[config.mk]
export PLATFORM = sky130hd
export DESIGN_NAME = ifetch_flat
export DESIGN_NICKNAME = d
export VERILOG_FILES = /design/src/rtl/ifetch_pkg.sv /design/src/rtl/ifetch_if.sv /design/src/rtl/ifetch_pc_reg.sv /design/src/rtl/ifetch.sv /design/src/flat_wrapper.sv
export SDC_FILE = /design/constraint.sdc
export NUM_CORES = 1
export LEC_CHECK = 0
export CORE_MARGIN = 2
export CORE_UTILIZATION = 60
export DETAILED_ROUTE_END_ITERATION = 6
export DONT_BUFFER_PORTS = 1
export GPL_TIMING_DRIVEN = 0
export PLACE_DENSITY_LB_ADDON = 0.08
export SETUP_SLACK_MARGIN = 0.05
export SLEW_MARGIN = 10
export SYNTH_ARGS = -nofsm -noshare
export SYNTH_HDL_FRONTEND = slang
export SYNTH_HIERARCHICAL = 1
export SYNTH_SLANG_ARGS = --single-unit
[constraint.sdc]
create_clock -name clk -period 5.12 [get_ports clk]
set_clock_uncertainty 0.15 [all_clocks]
set_input_delay 0 -clock clk [delete_from_list [all_inputs] [get_ports clk]]
set_output_delay 0 -clock clk [all_outputs]
set_load 0.01 [all_outputs]
[src/rtl/ifetch_pkg.sv]
// Shared constants for the instruction fetch unit: FSM state codes, reset PC,
// ack timeout default and PC increment.
package ifetch_pkg;
  localparam logic [2:0] S_REQ   = 3'd0;
  localparam logic [2:0] S_WAIT  = 3'd1;
  localparam logic [2:0] S_ISSUE = 3'd2;
  localparam logic [2:0] S_HOLD  = 3'd3;
  localparam logic [2:0] S_ERR   = 3'd4;

  localparam logic [31:0] RESET_PC_DEF = 32'h0000_3000;
  localparam int          MAX_WAIT_DEF = 15;
  localparam logic [31:0] PC_INC       = 32'd4;
endpackage

[src/rtl/ifetch_if.sv]
// Instruction memory bus between ifetch (master) and the memory (slave).
interface ifetch_if;
  logic        im_req;
  logic [31:0] im_addr;
  logic        im_ack;
  logic [31:0] im_rdata;

  modport master (output im_req, im_addr, input im_ack, im_rdata);
  modport slave  (input im_req, im_addr, output im_ack, im_rdata);
endinterface

[src/rtl/ifetch_pc_reg.sv]
// Program counter register with +4 adder; load wins over inc, neither holds.
module pc_reg
  import ifetch_pkg::*;
#(
  parameter logic [31:0] RESET_PC = RESET_PC_DEF
) (
  input  logic        clk,
  input  logic        rst,
  input  logic        load,
  input  logic        inc,
  input  logic [31:0] load_val,
  output logic [31:0] pc,
  output logic [31:0] pc_plus4
);
  // Wraps modulo 2^32 by construction.
  assign pc_plus4 = pc + PC_INC;

  always_ff @(posedge clk) begin
    if (!rst)      pc <= RESET_PC;
    else if (load) pc <= load_val;
    else if (inc)  pc <= pc_plus4;
  end
endmodule

[src/rtl/ifetch.sv]
// Instruction fetch FSM: REQ -> WAIT -> ISSUE (-> HOLD), sticky fault on ack timeout.
// Optional IFETCH_ALIGN_CHECK_EN turns a misaligned redirect target into a fault.
module ifetch
  import ifetch_pkg::*;
#(
  parameter logic [31:0] RESET_PC = RESET_PC_DEF,
  parameter int          MAX_WAIT = MAX_WAIT_DEF
) (
  input  logic            clk,
  input  logic            rst,
  input  logic            stall,
  input  logic            redirect,
  input  logic [31:0]     redirect_pc,
  ifetch_if.master        im,
  output logic            IRWr,
  output logic [31:0]     im_dout,
  output logic [31:0]     pc,
  output logic [31:0]     pc_plus4,
  output logic            fault
);
  localparam logic [3:0] MAX_W = 4'(MAX_WAIT);

  logic [2:0]  state, nxt;
  logic [3:0]  wait_cnt;
  logic        pc_load, pc_inc, capture, set_fault, misalign;
  logic [31:0] redir_tgt;

  assign redir_tgt = redirect_pc & ~32'd3;
`ifdef IFETCH_ALIGN_CHECK_EN
  assign misalign = redirect_pc[1:0] != 2'b00;
`else
  assign misalign = 1'b0;
`endif

  pc_reg #(.RESET_PC(RESET_PC)) u_pc (
    .clk      (clk),
    .rst      (rst),
    .load     (pc_load),
    .inc      (pc_inc),
    .load_val (redir_tgt),
    .pc       (pc),
    .pc_plus4 (pc_plus4)
  );

  // Gated by rst so the first request appears only once reset is released.
  assign im.im_req  = rst && (state == S_REQ || state == S_WAIT);
  assign im.im_addr = pc;
  assign IRWr       = (state == S_ISSUE);

  always_comb begin
    nxt       = state;
    pc_load   = 1'b0;
    pc_inc    = 1'b0;
    capture   = 1'b0;
    set_fault = 1'b0;
    case (state)
      S_REQ:   nxt = S_WAIT;
      S_WAIT: begin
        if (im.im_ack) begin
          capture = 1'b1;
          nxt     = S_ISSUE;
        end else if (wait_cnt == MAX_W) begin
          set_fault = 1'b1;
          nxt       = S_ERR;
        end
      end
      S_ISSUE: begin
        pc_inc = 1'b1;
        nxt    = stall ? S_HOLD : S_REQ;
      end
      S_HOLD:  nxt = stall ? S_HOLD : S_REQ;
      S_ERR:   nxt = S_ERR;
      default: nxt = S_REQ;
    endcase
    // Redirect overrides everything but ERR; IRWr in ISSUE is unaffected.
    if (redirect && state != S_ERR) begin
      capture   = 1'b0;
      pc_inc    = 1'b0;
      set_fault = misalign;
      pc_load   = !misalign;
      nxt       = misalign ? S_ERR : (stall ? S_HOLD : S_REQ);
    end
  end

  always_ff @(posedge clk) begin
    if (!rst) begin
      state    <= S_REQ;
      im_dout  <= '0;
      fault    <= 1'b0;
      wait_cnt <= '0;
    end else begin
      state    <= nxt;
      wait_cnt <= (state == S_WAIT && nxt == S_WAIT) ? wait_cnt + 4'd1 : 4'd0;
      if (capture)   im_dout <= im.im_rdata;
      if (set_fault) fault   <= 1'b1;
    end
  end
endmodule

[src/flat_wrapper.sv]
// flat-port wrapper written by rule: the top's interface ports become plain ports
module ifetch_flat import ifetch_pkg::*;
#(
  parameter logic [31:0] RESET_PC = RESET_PC_DEF,
  parameter int          MAX_WAIT = MAX_WAIT_DEF
)
  (clk, rst, stall, redirect, redirect_pc, IRWr, im_dout, pc, pc_plus4, fault, im_im_req, im_im_addr, im_im_ack, im_im_rdata);
  ifetch_if im_i ();
  input  logic clk;
  input  logic rst;
  input  logic stall;
  input  logic redirect;
  input  logic [31:0] redirect_pc;
  output logic IRWr;
  output logic [31:0] im_dout;
  output logic [31:0] pc;
  output logic [31:0] pc_plus4;
  output logic fault;
  output wire logic [$bits(im_i.im_req)-1:0] im_im_req;
  output wire logic [$bits(im_i.im_addr)-1:0] im_im_addr;
  input wire logic [$bits(im_i.im_ack)-1:0] im_im_ack;
  input wire logic [$bits(im_i.im_rdata)-1:0] im_im_rdata;
  assign im_im_req = im_i.im_req;
  assign im_im_addr = im_i.im_addr;
  assign im_i.im_ack = im_im_ack;
  assign im_i.im_rdata = im_im_rdata;
  ifetch #(.RESET_PC(RESET_PC), .MAX_WAIT(MAX_WAIT)) u_core (.clk(clk), .rst(rst), .stall(stall), .redirect(redirect), .redirect_pc(redirect_pc), .im(im_i), .IRWr(IRWr), .im_dout(im_dout), .pc(pc), .pc_plus4(pc_plus4), .fault(fault));
endmodule
======== Yosys cells after proc, flatten, opt, wreduce, memory -nomap -nowiden ========
Cells that the tools add are included.
storage, ports and cells
  flip-flop bits (word level) ............. 72
  input port bits ......................... 69
  output and inout port bits .............. 131
  word-level logic and storage cells ...... 42
operators by class
  $add $sub $neg .......................... 2
  equality and inequality tests ........... 7
  multiplexer cells ....................... 17
  bitwise operators ....................... 1
  reduce and logical (&&, ||, !) cells .... 9
operator list
  operator               count
  $mux 32                2
  $add 32x3->32 const B  1
  $pmux 3 s4             1
  $mux 1                 10
  $mux 3                 3
  $eq 3x1->1 const B     2
  $eq 3x2->1 const B     2
  $add 4x1->4 const B    1
  $eq 4x4->1 const B     1
  $reduce_or 2->1        2
  $eq 3x3->1 const B     1
  $logic_and 1x1->1      3
  $logic_not 3->1        1
  $ne 3x3->1 const B     1
  $mux 2                 1
  $reduce_and 2->1       1
  $reduce_bool 2->1      1
  $logic_or 1x1->1       1
  $not 1->1              1

======== Longest topological paths before layout ========
  depth in word-level cells ............... 8
  gate-level depth with buffers ........... 9

======== Hierarchy ========
Netlist, hierarchy kept.
by module, submodules not included
  module  times used  cells an instance  area each (sq um)  seq. area each (sq um)
  pc_reg  1           300                2309.7             640.6
  ifetch  1           228                2034.5             800.8

======== Least setup slack after synthesis ========
Ideal clock, no wire load.
  kind .................................... register to register
  start ................................... register u_core.state[1]
  end ..................................... register u_core.u_pc.pc[23]
  arrival ................................. 2.296 ns
  required time ........................... 4.896 ns
  path slack .............................. 2.600 ns
  cell stages (with the launch flop) ...... 9
  path buffers ............................ 2
  period minus slack after synthesis ...... 2.520 ns
  cell sequence ........................... dfxtp_1 clkbuf_1 and3_1 nor2b_1 nand2_1 or3_1 buf_2 or4_1 a31oi_1
between the ends
  cells in the longest elaborated chain, start to end .. 4
RTL lines
  element                             line                 text
  start, declared                     ifetch.sv:23         logic [2:0] state, nxt;
  start signal, assigned              ifetch.sv:92         state <= nxt;
  $eq 3x2->1                          n/a
  via IRWr                            flat_wrapper.sv:14   output logic IRWr;
  $mux 1                              ifetch.sv:56         case (state)
  $mux 1                              ifetch.sv:76         if (redirect && state != S_ERR) begin
  via u_core.pc_inc                   ifetch.sv:25         logic pc_load, pc_inc, capture, set_fault, misalign;
  $reduce_bool 2->1 (no source line)  n/a
  end signal, assigned                ifetch_pc_reg.sv:20  else if (load) pc <= load_val;
  end signal, assigned                ifetch_pc_reg.sv:21  else if (inc) pc <= pc_plus4;
  end, declared                       ifetch_pc_reg.sv:12  output logic [31:0] pc,
The timed path passes the listed nets, and every way through them passes these cells.
A chain may end at the register's enable or synchronous reset.

======== Worst setup path in the final report ========
  start ................................... register u_core.state[1]
  end ..................................... register u_core.u_pc.pc[12]
The elaborated chain is that of the path after synthesis.

==> impl_metrics.yaml <==
die:
  rows: 31
  fp.dieW_microns: 89.09
  ios: 200
  dieHeight_microns: 89.09
  dieArea_sq_um: 7937
  initial_core_util_pct: 60.87
  core_area_sq_um: 7137
detailed_routing:
  drtPass1Iterations: 5
  drt_iter0_drc: 499
  num_vias: 4916
  post_drt_wl_per_cell_microns: 21.50
  drc: 0
  wl_met3_microns: 1626
  wl_met2_microns: 7949
  wl_met1_microns: 5986
  final_antenna_net_count: 0
  top_layer: "met4"
  routed_wl_microns: 16380
  via_per_inst: 6.451
sta:
  setup_viol: 0
  hold_viol: 0
  slew_headroom_pct: 54.04
  rsz0062_at_grt: "false"
  tightestPinTransition_ps: 688.0
  maxSlewViolCount: 0
  final.period_utilization_pct: 68.09
  fmax_mhz: 286.8
  period_minus_slack_ps: 3486
  finalSetupTns_ps: 0
worst_setup_path:
  cp-start-kind: "register"
  crit_arrival_ps: 3580
  path_cells: "clkbuf_1 -> and3_1 -> nor2b_1 -> clkbuf_1 -> nand4_1 -> xor2_1 -> o211ai_1 -> dlygate4sd3_1"
  crit_path_top_delay_cell: "dlygate4sd3_1"
  crit_family: "buffers and inverters"
  crit_required_ps: 5210
  critPathMaxFanout: 10
  critPathCaptureType: "register"
  cp_slowest_stage_delay_ps: 600
  critPathBufInv: 3
  worstSetupPathType: "register to register"
  crit_top_cell: "clkbuf_1"
yosys:
  ys_types: 60
  async_flop_share_pct: 0
  synth_top_area_cell: "dfxtp_1"
  ys_seq_area_share_pct: 33.18
  ys.flop_type: "dfxtp_1"
  avgSynthCellArea_sq_um: 8.228
  synth_common_cells: "dfxtp_1, nand3_1, buf_4, o21ai_0, a21boi_1"
  synth_top_area_share_pct: 33.18
  synth.most_common_cell: "dfxtp_1"
  synthCells: 528
  synth_area_leaders: "dfxtp_1, buf_4, nand3_1"
  netlist_area_sq_um: 4344
  synth_edf_count: 0
  synth-warning-count: 6
  ys_ff_latch: 72
power_and_ir_drop:
  p_per_area_nw_per_um2: 231.2
  p_leak_nw: 2.087
  p_total_mw: 1.351
  ir_worst_vdd_uv: 172.4
place:
  gp_congestion: 0.8790
  port-buffer-count: 0
  place_area_sq_um: 4472
  dp_hpwl_microns: 8723
global_routing:
  grt-ovfl-total: 0
  grt_max_degree: 18
  track_usage_pct: 40.08
  grt_pass1_wl_microns: 24220
  grt_pass1_vias: 4649
  antenna_found_initial: 1
clocking:
  cts-resized-gates: 0
  clk_pin_slew_worst_paths_ps: 80
  clock-sinks: 72
  cts_root_buf: "clkbuf_8"
  cts_buffer_depth: 2
  htreeDepth: 3
  clk_latency_ps: 350
  cts_buffers: 9
  cts_setup_buffers: 0
  tritoncts: "yes"
  hold_buffers: 117
layout:
  syn_to_final_growth_pct: 34.48
  final_cell_area_sq_um: 5842
  fin_nets: 728
  drive_above_1_share_pct: 12.84
min_path:
  hold_path_class: "input pin to register"
job:
  maxCapViolCount: 0
outcome:
  status: "finished clean"
-- where the power goes --
group          internal, mW  total (mW)  leakage (nW)  switching (mW)
combinational         0.119       0.251          1.40           0.133
clock                 0.225       0.460        0.0952           0.235
sequential            0.585       0.640         0.589          0.0551
total                 0.928        1.35          2.09           0.423
-- placed cells by master, fill, tap and decap left out, drive strengths merged, types with 6 or more instances in the layout --
cell type and count:
dfxtp 72, and2 6, nor3 15, o21ai 63
buf 54, clkbuf 35, xor2 25, nand4 16
a31oi 13, inv 9, xnor2 16, nand2b 6
nor2 15, o31ai 10, or4 14, and4 7
nand3 50, nor4 6, dlygate4sd3 117, a21boi 33
nand2 22
-- worst paths after layout --
kind | startpoint | to | slack, ps | cells after the start
worst min register to register | u_core/wait_cnt[0] | u_core/wait_cnt[0] | 320 | 1
worst min-delay path | rst | u_core/u_pc/pc[28] | 80 | 4
worst max-delay path | u_core/state[1] | u_core/u_pc/pc[12] | 1630 | 8
worst max register to register | u_core/state[1] | u_core/u_pc/pc[12] | 1630 | 8
-- cell families after synthesis --
| logic type | share of synthesized area [%] |
|---|---|
| and+or+nand+nor | 23.59 |
| DFF | 33.18 |
| adders and majority gates | 0.5759 |
| buffers and inverters | 11.98 |
| other | 0.08632 |
| muxes | 0.6913 |
| xor gates and xnor gates | 8.266 |
| AOI/OAI and AO/OA | 21.63 |
-- through the flow --
step           hold WS (ps)  util, %  worst slack, ps  std cells
2_1_floorplan        -15.50        -             2600        529
3_3_place_gp         -8.005    62.66             2098        628
3_5_place_dp          3.688    62.66             2036        628
4_1_cts               51.60    81.82             1853        761
5_1_grt               127.4    81.85             1458        762
6_report              76.67    81.85             1634        762
-- cell type report --
| class | count | area, sq um |
|---|---|---|
| inverters | 9 | 33.78 |
| fillers | 458 | 1295 |
| well taps | 99 | 123.9 |
| flip-flops and latches | 72 | 1441 |
| clock inverters | 7 | 72.57 |
| repair buffers | 117 | 1171 |
| plain buffers | 80 | 486.7 |
| multi-input cells | 368 | 2386 |
| clock buffers | 9 | 123.9 |
| diodes | 1 | 2.502 |
-- worst register-to-register path: stages (launching register included) --
cell           delay, ps
dfxtp_1              370
clkbuf_1             330
and3_1               320
nor2b_1              600
clkbuf_1             530
nand4_1              190
xor2_1               200
o211ai_1             110
dlygate4sd3_1        600
-- per-layer routing --
layer | vias up | GRT usage, %
li1 | 2144 | -
met1 | 2323 | 45.87
met2 | 367 | 67.14
met3 | 82 | 11.63
met4 | 0 | 21.98
met5 | - | 0
Power figures use the tool's default switching activity.
